### src/rtl/mem_lsu.sv
// mem_lsu: MEM-stage load/store unit; aligns and extends loads, builds store lanes and strobes, carries sideband to WB.
// Latency: op none or address fault -> out_valid 1 cycle after accept; memory op -> 1 req cycle + addr/data latency + 1.
// Backpressure: in_ready only in IDLE or in DONE with out_ready; dm_* held until dm_addr_ok; result held until out_ready. MEM_ADDR_EXC_EN enables misalignment faults.
module mem_lsu #(
    parameter int DATA_W = 32,
    parameter int ADDR_W = 32,
    parameter int PASS_W = 48
) (
    input  logic                   clk,
    input  logic                   resetn,
    input  logic                   in_valid,
    output logic                   in_ready,
    input  logic [1:0]             in_op,
    input  logic [1:0]             in_size,
    input  logic                   in_sign,
    input  logic [ADDR_W-1:0]      in_addr,
    input  logic [DATA_W-1:0]      in_wdata,
    input  logic [PASS_W-1:0]      in_pass,
    input  logic                   flush,
    output logic                   dm_req,
    output logic                   dm_we,
    output logic [ADDR_W-1:0]      dm_addr,
    output logic [DATA_W/8-1:0]    dm_wstrb,
    output logic [DATA_W-1:0]      dm_wdata,
    input  logic                   dm_addr_ok,
    input  logic                   dm_data_ok,
    input  logic [DATA_W-1:0]      dm_rdata,
    output logic                   out_valid,
    input  logic                   out_ready,
    output logic [DATA_W-1:0]      out_result,
    output logic                   out_exc,
    output logic [ADDR_W-1:0]      out_badvaddr,
    output logic [PASS_W-1:0]      out_pass
);
    localparam int NB = DATA_W / 8;
    localparam int OW = $clog2(NB);
    localparam logic [1:0] OP_LOAD  = 2'd1;
    localparam logic [1:0] OP_STORE = 2'd2;

    typedef enum logic [1:0] {S_IDLE, S_REQ, S_WAIT, S_DONE} state_t;

    state_t              state, state_nxt;
    logic [1:0]          op_q, size_q;
    logic                sign_q;
    logic [ADDR_W-1:0]   addr_q;
    logic [DATA_W-1:0]   wdata_q, result_q;
    logic [PASS_W-1:0]   pass_q;
    logic                cancel_q;

    logic [1:0]          in_size_eff;
    logic                in_mem, in_fault, accept;
    state_t              accept_nxt;
    logic [OW-1:0]       off;
    logic [DATA_W-1:0]   ld_shift, ld_mask, ld_ext;
    logic                ld_msb;
    logic [NB-1:0]       st_strb;

    // Offset bits that must be zero for a naturally aligned access of size s
    function automatic logic [OW-1:0] low_mask(input logic [1:0] s);
        logic [OW-1:0] m;
        case (s)
            2'd0:    m = '0;
            2'd1:    m = OW'(1);
            2'd2:    m = OW'(3);
            default: m = OW'(7);
        endcase
        return m;
    endfunction

    // A dword request on a 32-bit datapath degrades to a word access
    assign in_size_eff = ((DATA_W == 32) && (in_size == 2'd3)) ? 2'd2 : in_size;
    assign in_mem      = (in_op == OP_LOAD) || (in_op == OP_STORE);
    assign accept      = in_valid && in_ready;
    assign accept_nxt  = (!in_mem || in_fault) ? S_DONE : S_REQ;

`ifdef MEM_ADDR_EXC_EN
    logic              exc_q;
    logic [ADDR_W-1:0] badv_q;

    assign in_fault     = in_mem && ((in_addr[OW-1:0] & low_mask(in_size_eff)) != '0);
    assign out_exc      = exc_q;
    assign out_badvaddr = badv_q;

    // Fault flag and faulting address are captured with the operation
    always_ff @(posedge clk or negedge resetn) begin
        if (!resetn) begin
            exc_q  <= 1'b0;
            badv_q <= '0;
        end else if (accept) begin
            exc_q  <= in_fault;
            badv_q <= in_fault ? in_addr : '0;
        end
    end
`else
    assign in_fault     = 1'b0;
    assign out_exc      = 1'b0;
    assign out_badvaddr = '0;
`endif

    // State register
    always_ff @(posedge clk or negedge resetn) begin
        if (!resetn) state <= S_IDLE;
        else         state <= state_nxt;
    end

    // Next-state logic; an accepted request is never abandoned mid-flight, it drains via cancel
    always_comb begin
        state_nxt = state;
        case (state)
            S_IDLE: if (accept) state_nxt = accept_nxt;
            S_REQ: begin
                if (dm_addr_ok) state_nxt = S_WAIT;
                else if (flush) state_nxt = S_IDLE;
            end
            S_WAIT: if (dm_data_ok) state_nxt = (cancel_q || flush) ? S_IDLE : S_DONE;
            S_DONE: begin
                if (flush)          state_nxt = S_IDLE;
                else if (out_ready) state_nxt = accept ? accept_nxt : S_IDLE;
            end
            default: state_nxt = S_IDLE;
        endcase
    end

    // Handshake and request outputs decoded from state and latched op
    always_comb begin
        in_ready  = ((state == S_IDLE) || ((state == S_DONE) && out_ready)) && !flush && !cancel_q;
        dm_req    = (state == S_REQ);
        dm_we     = (state == S_REQ) && (op_q == OP_STORE);
        out_valid = (state == S_DONE);
    end

    // Operation latch, result register and cancel flag
    always_ff @(posedge clk or negedge resetn) begin
        if (!resetn) begin
            op_q     <= 2'd0;
            size_q   <= 2'd0;
            sign_q   <= 1'b0;
            addr_q   <= '0;
            wdata_q  <= '0;
            pass_q   <= '0;
            result_q <= '0;
            cancel_q <= 1'b0;
        end else begin
            if (accept) begin
                op_q     <= in_op;
                size_q   <= in_size_eff;
                sign_q   <= in_sign;
                addr_q   <= in_addr;
                wdata_q  <= in_wdata;
                pass_q   <= in_pass;
                result_q <= in_mem ? '0 : DATA_W'(in_addr);
            end else if ((state == S_WAIT) && dm_data_ok && (op_q == OP_LOAD) && !cancel_q && !flush) begin
                result_q <= ld_ext;
            end
            if ((state == S_WAIT) && dm_data_ok)
                cancel_q <= 1'b0;
            else if (flush && ((state == S_WAIT) || ((state == S_REQ) && dm_addr_ok)))
                cancel_q <= 1'b1;
        end
    end

    // Byte offset inside the bus word; without faults the low size bits are forced aligned
    always_comb begin
`ifdef MEM_ADDR_EXC_EN
        off = addr_q[OW-1:0];
`else
        off = addr_q[OW-1:0] & ~low_mask(size_q);
`endif
    end

    // Load alignment/extension and store strobe base
    always_comb begin
        ld_shift = dm_rdata >> {off, 3'b000};
        case (size_q)
            2'd0: begin
                ld_mask = DATA_W'(8'hFF);
                ld_msb  = ld_shift[7];
                st_strb = NB'(1);
            end
            2'd1: begin
                ld_mask = DATA_W'(16'hFFFF);
                ld_msb  = ld_shift[15];
                st_strb = NB'(3);
            end
            2'd2: begin
                ld_mask = DATA_W'(32'hFFFF_FFFF);
                ld_msb  = ld_shift[31];
                st_strb = NB'(15);
            end
            default: begin
                ld_mask = '1;
                ld_msb  = ld_shift[DATA_W-1];
                st_strb = NB'(255);
            end
        endcase
        ld_ext = (ld_shift & ld_mask) | ((sign_q && ld_msb) ? ~ld_mask : '0);
    end

    assign dm_addr    = {addr_q[ADDR_W-1:OW], {OW{1'b0}}};
    assign dm_wstrb   = dm_we ? (st_strb << off) : '0;
    assign dm_wdata   = wdata_q << {off, 3'b000};
    assign out_result = result_q;
    assign out_pass   = pass_q;

endmodule

### config.mk
export PLATFORM = sky130hd
export DESIGN_NAME = mem_lsu
export DESIGN_NICKNAME = d
export VERILOG_FILES = /design/src/rtl/mem_lsu.sv
export SDC_FILE = /design/constraint.sdc
export NUM_CORES = 1
export LEC_CHECK = 0
export BUFFER_PORTS_ARGS = -buffer_cell sky130_fd_sc_hd__buf_4
export CAP_MARGIN = 20
export CORE_AREA = 2 2 133 135
export DETAILED_ROUTE_END_ITERATION = 8
export DIE_AREA = 0 0 135 137
export MAX_ROUTING_LAYER = met4
export PLACE_DENSITY = 0.74
export SLEW_MARGIN = 30
export SYNTH_ARGS = -nofsm -noshare
export SYNTH_HDL_FRONTEND = slang
export SYNTH_SLANG_ARGS = --single-unit
### constraint.sdc
create_clock -name clk -period 4.3 [get_ports clk]
set_input_delay 0.86 -clock clk [delete_from_list [all_inputs] [get_ports clk]]
set_output_delay 0.86 -clock clk [all_outputs]
set_load 0.005 [all_outputs]
==> results of run 1 <==
[worst paths after layout]
path,start,endpoint,slack [ns],cells after the start
worst max-delay path,addr_q[1],dm_wdata[25],0.80,5
worst min-delay path,out_pass[25],out_pass[25],0.48,2
worst max register to register,size_q[1],out_result[16],1.52,7
worst min register to register,out_pass[25],out_pass[25],0.48,2
max in group asynchronous,resetn,out_result[18],2.91,2
min in group asynchronous,resetn,out_pass[46],0.52,1
[flip-flops by register name, indices dropped and copies added, names as in the netlist]
signal and flops:
out_pass 48, addr_q 32, out_result 32, wdata_q 32, op_q 2, size_q 2
state 2, cancel_q 1, sign_q 1
[stage by stage]
stage / setup WS [ns] / total power (W) / area (um2)
after CTS: 0.792 / 0.00747 / 10500
after detailed placement: 1.08 / 0.00599 / 9940
after global placement: 1.11 / 0.00593 / 9940
final: 0.802 / 0.00741 / 10500
after global routing: 0.617 / 0.00795 / 10500
after floorplan: 1.83 / 0.00441 / 8000
[cells in the final DEF, fill, tap and decap left out, drive strengths merged]
master and count:
o21a 1, a21boi 1, buf 319, mux4 7, mux2i 11, a22oi 1, o21ba 1, o221ai 7
nor3 5, o21ai 15, inv 7, nand2b 3, bufinv 1, or3b 2, nor3b 1, nor2b 13
nor2 42, o21bai 1, a31oi 9, nor4b 1, nand3b 2, or2 1, a311oi 1, and2 2
a21oi 49, clkinvlp 4, clkbuf 21, clkinv 2, a22o 17, nand2 446, and3 18, a221oi 1
nand3 9, dfrtp 152, conb 35, diode 1, a32oi 10, xnor2 1
[synth_stat cells (all sizes together) (2+ instances only)]
library cell	n
mux4	7
and3	18
mux2i	11
a31oi	9
nor2b	13
and2	2
nor2	42
dfrtp	152
a32oi	10
nand3	9
nor3	5
o21ai	15
a22o	17
buf	93
nand2	446
nand2b	3
inv	3
nand3b	2
or3b	2
clkbuf	34
o221ai	7
a21oi	49
[layer usage]
layer / share of wire / routed length [um] / global-route usage
met3: 0.089 / 2170 / 0.0663
met1: 0.40 / 9680 / 0.335
met4: 0.028 / 675 / 0.0995
met5: 0 / 0 / -
met2: 0.49 / 11900 / 0.432
[power by group]
part / switching [W] / internal, W / total, W / leakage, nW
Sequential: 0.000490 / 0.00210 / 0.00259 / 1.87
Combinational: 0.00171 / 0.00167 / 0.00338 / 3.43
Clock: 0.000624 / 0.000823 / 0.00145 / 0.263
[layout make-up]
| class | count | area share |
|---|---|---|
| Clock inverter | 11 | 0.0110 |
| Sequential cell | 152 | 0.362 |
| Timing Repair Buffer | 319 | 0.231 |
| Antenna cell | 1 | 0.000238 |
| Inverter | 3 | 0.00107 |
| Tap cell | 225 | 0.0268 |
| Multi-Input combinational cell | 713 | 0.326 |
| Clock buffer | 21 | 0.0429 |
[logic make-up after synthesis]
logic type / Yosys count / synth area share
flip-flops: 152 / 0.483
AO/OA/AOI/OAI: 114 / 0.0981
multiplexers: 18 / 0.0350
other: 1 / 0.000477
XOR/XNOR: 1 / 0.00111
buffers and inverters: 130 / 0.101
AND/OR/NAND/NOR: 545 / 0.281
[worst min-delay path: stages, from the launching register on]
cell and delay, ns:
dfrtp_1 0.34, nand2_1 0.05, nand2_1 0.05
==> flow_summary_export.csv, run 1 <==
group,metric,value,unit
run_status,outcome,"finished, final reports clean",
layout,fin_util,0.616,
yosys,ys_types,42,
route,ant_nets,0,
sta,final-hold-violation-count,0,
grt,grt_start_max_net_pins,124,
sta,drv_slew,0,
sta,fin_tns_setup,0,ns
sta,fin_worst_skew,0.00822,ns
grt,grt-ovfl-total,0,
clocking,clk_pin_slew_worst_paths,0.06,ns
clocking,cts_setup_buffers,0,
clocking,htreeDepth,4,
floorplanning,io_pins,341,
yosys,avgSynthCellArea,8.19,um2
route,post-route-drc-count,0,
hold_path,hold_path.class,"reg2reg",
sta,max_freq,0.286,GHz
yosys,synth.yosys.seq_area_share,0.483,
sta,whs,0.478,ns
floorplanning,placementRows,48,
job,cap_viol_max_count,0,
grt,grt.total_usage,0.270,
floorplanning,fp.dieH,137,um
route,drt_wl_total,24500,um
clocking,clk-insertion-delay-late,0.43,ns
clocking,cts_root_buf,"clkbuf_16",
power,powerDensity,705,nW/um2
layout,fin_nets,1362,
sta,rsz0062_at_grt,"false",
floorplanning,initial_utilization,0.461,
layout,multi_input_area,3420,um2
layout,ff_latch_area,3800,um2
yosys,ys_seq_elements,152,
yosys,synth.area.top_cells,"dfrtp_1 (48%), nand2_1 (21%), buf_4 (6.4%)",
critical_path,critPathBufInv,2,
grt,antenna_found_initial,1,
sta,setup_viol,0,
place,place.gp.congestion,0.896,
critical_path,crit_family,"flip-flops",
critical_path,crit_required,3.44,ns
place,port_buffers,305,
clocking,cts_num_sinks,152,
layout,syn2layout_area_growth,33.6,%
critical_path,crit_path_start_kind,"register",
critical_path,cp_common_cell,"buf_4",
critical_path,crit_arrival,2.64,ns
sta,timing.final.crit_period,3.50,ns
yosys,ys_async_sr_fraction,1.00,
route,avgRoutedWirePerCell,16.9,um
sta,slew_headroom,0.404,
clocking,cts_tree,"built",
clocking,cts_made_buffers,17,
critical_path,critPathCaptureType,"output port",
sta,period_share,0.813,
grt,grt_pass1_vias,6907,
layout,drive_gt1_frac,0.299,
power,power.leakage,5.57,nW
critical_path,cp_slowest_cell,"dfrtp_1",
layout,fin_cells,1445,
critical_path,crit_path_max_fanout,14,
clocking,cts_hold_buf,0,
yosys,synth-edff-count,0,
yosys,synthFlopType,"dfrtp_1",
critical_path,worstPathCellList,"nor2b_2, buf_4, mux2i_1, a21oi_1, buf_4",
yosys,synthCells,961,
floorplanning,die_w,135,um
floorplanning,die_area,18500,um2
grt,grt_pass1_wl,37300,um
yosys,yosysTopAreaCellShare,0.483,
route,vias,7379,
layout,fillers,1542,
yosys,synth_warnings,0,
critical_path,critical_path.max_stage_delay,0.66,ns
place,dpl.hpwl,17500,um
route,vias_per_cell,5.11,
place,dp_cells,1412,
route,first_iter_violations,527,
yosys,yosysTopAreaCell,"dfrtp_1",
route,first_pass_iters,6,
sta,worst_slew_pin_slew,0.894,ns
critical_path,path_class,"reg2out",
clocking,cts_resized,0,
yosys,synthesis.area,7870,um2
floorplanning,coreArea,17100,um2
power,peakVddDrop,0.000380,V
clocking,clockBufferDepth,2,
Note: power is estimated with default switching activity, not from simulation.
==> inputs of run 2 (changes only) <==
Settings changed: CORE_AREA 2 2 133 135 to not set, CORE_MARGIN set to 2, CORE_UTILIZATION set to 48, DIE_AREA 0 0 135 137 to not set, PLACE_DENSITY 0.74 to 0.77.
Clock period 4.3 ns to 3.4 ns, I/O delays scaled along.
==> run 2 against run 1 <==
Net effect:
- cell count fell by 0.48%
- highest routed layer unchanged
- die area is 5.8% lower
- largest power group unchanged
- clock skew down 0.00052 ns
- sequential share of layout area down 0.13 points
==> flow_summary_export.csv, run 2 (synthesized netlist as in run 1, its figures left out) <==
group,metric,value,unit
clocking,cts_tree,"built",
sta,fin_tns_setup,0,ns
floorplanning,die_w,132,um
route,first_iter_violations,489,
critical_path,crit_path_start_kind,"register",
sta,rsz0062_at_grt,"false",
layout,fillers,1367,
power,peakVddDrop,0.000482,V
place,port_buffers,305,
place,dpl.hpwl,17400,um
layout,syn2layout_area_growth,34.1,%
run_status,outcome,"finished, final reports clean",
route,post-route-drc-count,0,
route,vias,7398,
layout,fin_util,0.662,
grt,grt-ovfl-total,0,
sta,setup_viol,0,
floorplanning,die_area,17400,um2
grt,grt_start_max_net_pins,123,
route,ant_nets,0,
floorplanning,io_pins,341,
critical_path,cp_common_cell,"buf_4",
layout,drive_gt1_frac,0.303,
route,drt_wl_total,24300,um
clocking,cts_root_buf,"clkbuf_16",
sta,max_freq,0.317,GHz
critical_path,crit_path_max_fanout,22,
clocking,cts_resized,0,
layout,fin_nets,1365,
layout,layout_common_cells,"nand2_1 (446), buf_4 (319), dfrtp_1 (152)",
route,highest_layer,"met4",
critical_path,crit_required,2.72,ns
clocking,clockBufferDepth,2,
sta,final-hold-violation-count,0,
power,powerDensity,901,nW/um2
clocking,cts_setup_buffers,0,
route,met1_length,9550,um
critical_path,crit_arrival,2.47,ns
sta,slew_headroom,0.463,
place,place.gp.congestion,0.837,
sta,timing.final.crit_period,3.15,ns
critical_path,critPathCaptureType,"output port",
sta,fin_worst_skew,0.00770,ns
grt,grt_pass1_vias,7188,
floorplanning,fp.dieH,132,um
floorplanning,coreArea,15900,um2
route,avgRoutedWirePerCell,16.9,um
route,wl_met2,12100,um
sta,worst_slew_pin_slew,0.803,ns
clocking,cts_num_sinks,152,
critical_path,worstPathCellList,"nor2b_2, buf_4, nor2_1, nand2_1, o21ai_0, buf_4",
hold_path,hold_path.class,"in2async",
grt,grt_pass1_wl,38200,um
clocking,cts_made_buffers,17,
grt,grt.total_usage,0.285,
critical_path,critical_path.max_stage_delay,0.57,ns
clocking,htreeDepth,4,
power,power.leakage,5.60,nW
clocking,clk_pin_slew_worst_paths,0.06,ns
layout,largest_reg_flops,48,
route,first_pass_iters,6,
floorplanning,placementRows,46,
critical_path,path_class,"reg2out",
sta,period_share,0.927,
route,vias_per_cell,5.14,
sta,whs,0.228,ns
job,cap_viol_max_count,0,
layout,n_antenna_cell,0,
critical_path,cp_slowest_cell,"dfrtp_1",
floorplanning,initial_utilization,0.493,
clocking,clk-insertion-delay-late,0.42,ns
grt,antenna_found_initial,0,
clocking,cts_hold_buf,0,
layout,final_common_cell,"nand2_1",
route,met3WireLength,1950,um
sta,drv_slew,0,
run 2: power by group:
part           switching (W)  internal [W]  leakage [nW]  total [W]
logic                0.00218       0.00213          3.45    0.00431
registers           0.000612       0.00266          1.87    0.00327
clock network       0.000824       0.00110         0.283    0.00193
total                0.00362       0.00589          5.60    0.00950
run 2: final timing paths:
| path | slack (ns) | endpoint | start | cells past startpoint |
|---|---|---|---|---|
| max in group asynchronous | 2.39 | addr_q[21] | resetn | 2 |
| hold reg to reg | 0.48 | out_pass[41] | out_pass[41] | 2 |
| setup reg to reg | 0.76 | out_result[2] | state[0] | 6 |
| setup / recovery | 0.25 | dm_wdata[17] | addr_q[1] | 6 |
| min in group clk | 0.44 | out_pass[0] | in_pass[0] | 3 |
| hold / removal | 0.23 | addr_q[2] | resetn | 1 |
run 2: cell type report:
class | instances | area, um2 | area share
flip-flops and latches | 152 | 3800 | 0.361
multi-input cells | 713 | 3420 | 0.324
clock buffers | 18 | 429 | 0.0407
repair buffers | 322 | 2450 | 0.232
inverters | 3 | 11.3 | 0.00107
clock inverters | 14 | 165 | 0.0157
well taps | 216 | 270 | 0.0256
run 2: metrics by stage:
step / instances / setup slack, ns / power (W) / area [um2]
floorplan: 995 / 1.11 / 0.00558 / 8000
global placement: 1406 / 0.625 / 0.00749 / 9950
detailed placement: 1406 / 0.573 / 0.00760 / 9950
CTS: 1438 / 0.272 / 0.00955 / 10500
global route: 1438 / 0.145 / 0.0101 / 10500
finish: 1438 / 0.249 / 0.00950 / 10500
run 2: metal layers:
metal,vias to the layer above,global-route usage
met5,-,-
li1,3513,-
met1,3482,0.350
met3,54,0.0611
met2,349,0.461
met4,0,0.111
run 2: critical path: cells and delay by family (launching register included):
kind / cells / cell delay [ns]
AO/OA/AOI/OAI: 1 / 0.17
buffers and inverters: 2 / 0.41
flip-flops: 1 / 0.57
AND/OR/NAND/NOR: 3 / 0.90
==> inputs of run 3 (changes only) <==
Settings changed: CORE_UTILIZATION 48 to 45, PLACE_DENSITY 0.77 to 0.72.
==> run 3 against run 2 <==
Net effect:
- routed wire length increased by 0.33%
- first-iteration DRC count up 14%
- critical path depth unchanged
- register-to-register slack improved by 0.23 ns
- core utilization shrank 4.6 points
- final area increased by 0.23%
- clock power is essentially flat
- critical path type unchanged
- largest power group unchanged
==> flow_summary_export.csv, run 3 (synthesized netlist as in run 1, its figures left out) <==
group,metric,value,unit
job,cap_viol_max_count,0,
layout,syn2layout_area_growth,34.4,%
power,power.leakage,5.60,nW
grt,grt-ovfl-total,0,
critical_path,crit_path_start_kind,"register",
grt,grt_pass1_wl,36800,um
sta,setup_viol,0,
place,place.gp.congestion,0.852,
floorplanning,coreArea,17200,um2
layout,fin_nets,1364,
layout,layout_common_cells,"nand2_1 (446), buf_4 (317), dfrtp_1 (152)",
place,port_buffers,305,
clocking,cts_setup_buffers,0,
route,ant_nets,0,
place,dpl.hpwl,17500,um
sta,fin_worst_skew,0.00611,ns
clocking,clk_pin_slew_worst_paths,0.06,ns
critical_path,critical_path.max_stage_delay,0.45,ns
sta,timing.final.crit_period,3.01,ns
clocking,cts_hold_buf,0,
critical_path,cp_slowest_cell,"dfrtp_1",
clocking,cts_root_buf,"clkbuf_16",
floorplanning,die_area,18600,um2
floorplanning,placementRows,48,
route,first_pass_iters,7,
critical_path,crit_path_max_fanout,35,
sta,final-hold-violation-count,0,
sta,rsz0062_at_grt,"false",
route,post-route-drc-count,0,
sta,slew_headroom,0.497,
critical_path,cp_common_cell,"buf_4",
layout,largest_reg_flops,48,
layout,n_antenna_cell,0,
critical_path,critPathCaptureType,"output port",
route,first_iter_violations,556,
run_status,outcome,"finished, final reports clean",
power,powerDensity,898,nW/um2
critical_path,worstPathCellList,"buf_4, nand2b_1, buf_4, mux2i_1, o21ai_0, buf_4",
critical_path,crit_arrival,2.33,ns
layout,fin_util,0.615,
sta,drv_slew,0,
critical_path,path_class,"reg2out",
clocking,cts_num_sinks,152,
clocking,cts_tree,"built",
critical_path,rrSetupSlack,0.99,ns
critical_path,crit_required,2.72,ns
floorplanning,initial_utilization,0.458,
layout,final_common_cell,"nand2_1",
grt,grt_start_max_net_pins,124,
hold_path,hold_path.class,"in2async",
floorplanning,fp.dieH,136,um
clocking,cts_resized,0,
sta,period_share,0.885,
clocking,clk-insertion-delay-late,0.42,ns
route,drt_wl_total,24400,um
floorplanning,io_pins,341,
sta,worst_slew_pin_slew,0.753,ns
floorplanning,die_w,136,um
sta,fin_tns_setup,0,ns
sta,max_freq,0.332,GHz
clocking,cts_made_buffers,17,
route,avgRoutedWirePerCell,16.9,um
grt,grt_pass1_vias,6859,
layout,drive_gt1_frac,0.302,
route,vias,7343,
route,vias_per_cell,5.08,
clocking,clockBufferDepth,2,
grt,grt.total_usage,0.266,
clocking,htreeDepth,4,
grt,antenna_found_initial,0,
power,peakVddDrop,0.000449,V
[run 3: changes by cell type in the layout (fill, tap and decap cells not counted), sizes merged]
| cell | before | now |
|---|---|---|
| inv | 9 | 6 |
| bufinv | 2 | 3 |
| buf | 322 | 321 |
| clkinv | 3 | 4 |
[run 3: through the flow]
stage / area, um2 / power (W) / setup slack, ns / instances / hold WS [ns]
after global placement: 9970 / 0.00750 / 0.681 / 1414 / 0.458
after CTS: 10600 / 0.00958 / 0.380 / 1445 / 0.303
after global routing: 10600 / 0.0102 / 0.284 / 1445 / 0.325
final: 10600 / 0.00950 / 0.392 / 1445 / 0.274
after detailed placement: 9970 / 0.00759 / 0.600 / 1414 / 0.462
after floorplan: 8000 / 0.00558 / 1.11 / 995 / 0.384
[run 3: routing by layer]
metal / part of all wire / vias up / GRT usage
met5: 0 / - / -
met4: 0.021 / 0 / 0.0828
met1: 0.39 / 3483 / 0.322
li1: - / 3490 / -
met2: 0.50 / 334 / 0.438
met3: 0.094 / 36 / 0.0682
[run 3: power breakdown]
group          leakage, nW  internal (W)  switching (W)
registers             1.87       0.00266       0.000591
clock network        0.285       0.00116       0.000784
logic                 3.45       0.00213        0.00217
total                 5.60       0.00595        0.00355
[run 3: critical path, delay by kind of cell (launching register included)]
| kind | cells | cell delay (ns) |
|---|---|---|
| buf+inv | 3 | 0.87 |
| mux | 1 | 0.28 |
| simple gates | 1 | 0.16 |
| compound gates | 1 | 0.14 |
| flops | 1 | 0.45 |
[run 3: path summary, 6_finish.rpt]
| check | start | to | cells after the start |
|---|---|---|---|
| max | size_q[1] | dm_wdata[18] | 6 |
| min | resetn | out_pass[41] | 1 |
| max reg2reg | state[0] | out_result[15] | 6 |
| min reg2reg | out_pass[30] | out_pass[30] | 2 |
| max in group asynchronous | resetn | out_result[18] | 2 |
| min in group clk | in_pass[21] | out_pass[21] | 3 |
[run 3: cell type report]
| type | count | area (um2) |
|---|---|---|
| Clock buffer | 18 | 429 |
| Clock inverter | 13 | 173 |
| Fill cell | 1577 | 6610 |
| Inverter | 3 | 11.3 |
| Multi-Input combinational cell | 713 | 3420 |
| Sequential cell | 152 | 3800 |
| Tap cell | 225 | 282 |
| Timing Repair Buffer | 321 | 2450 |
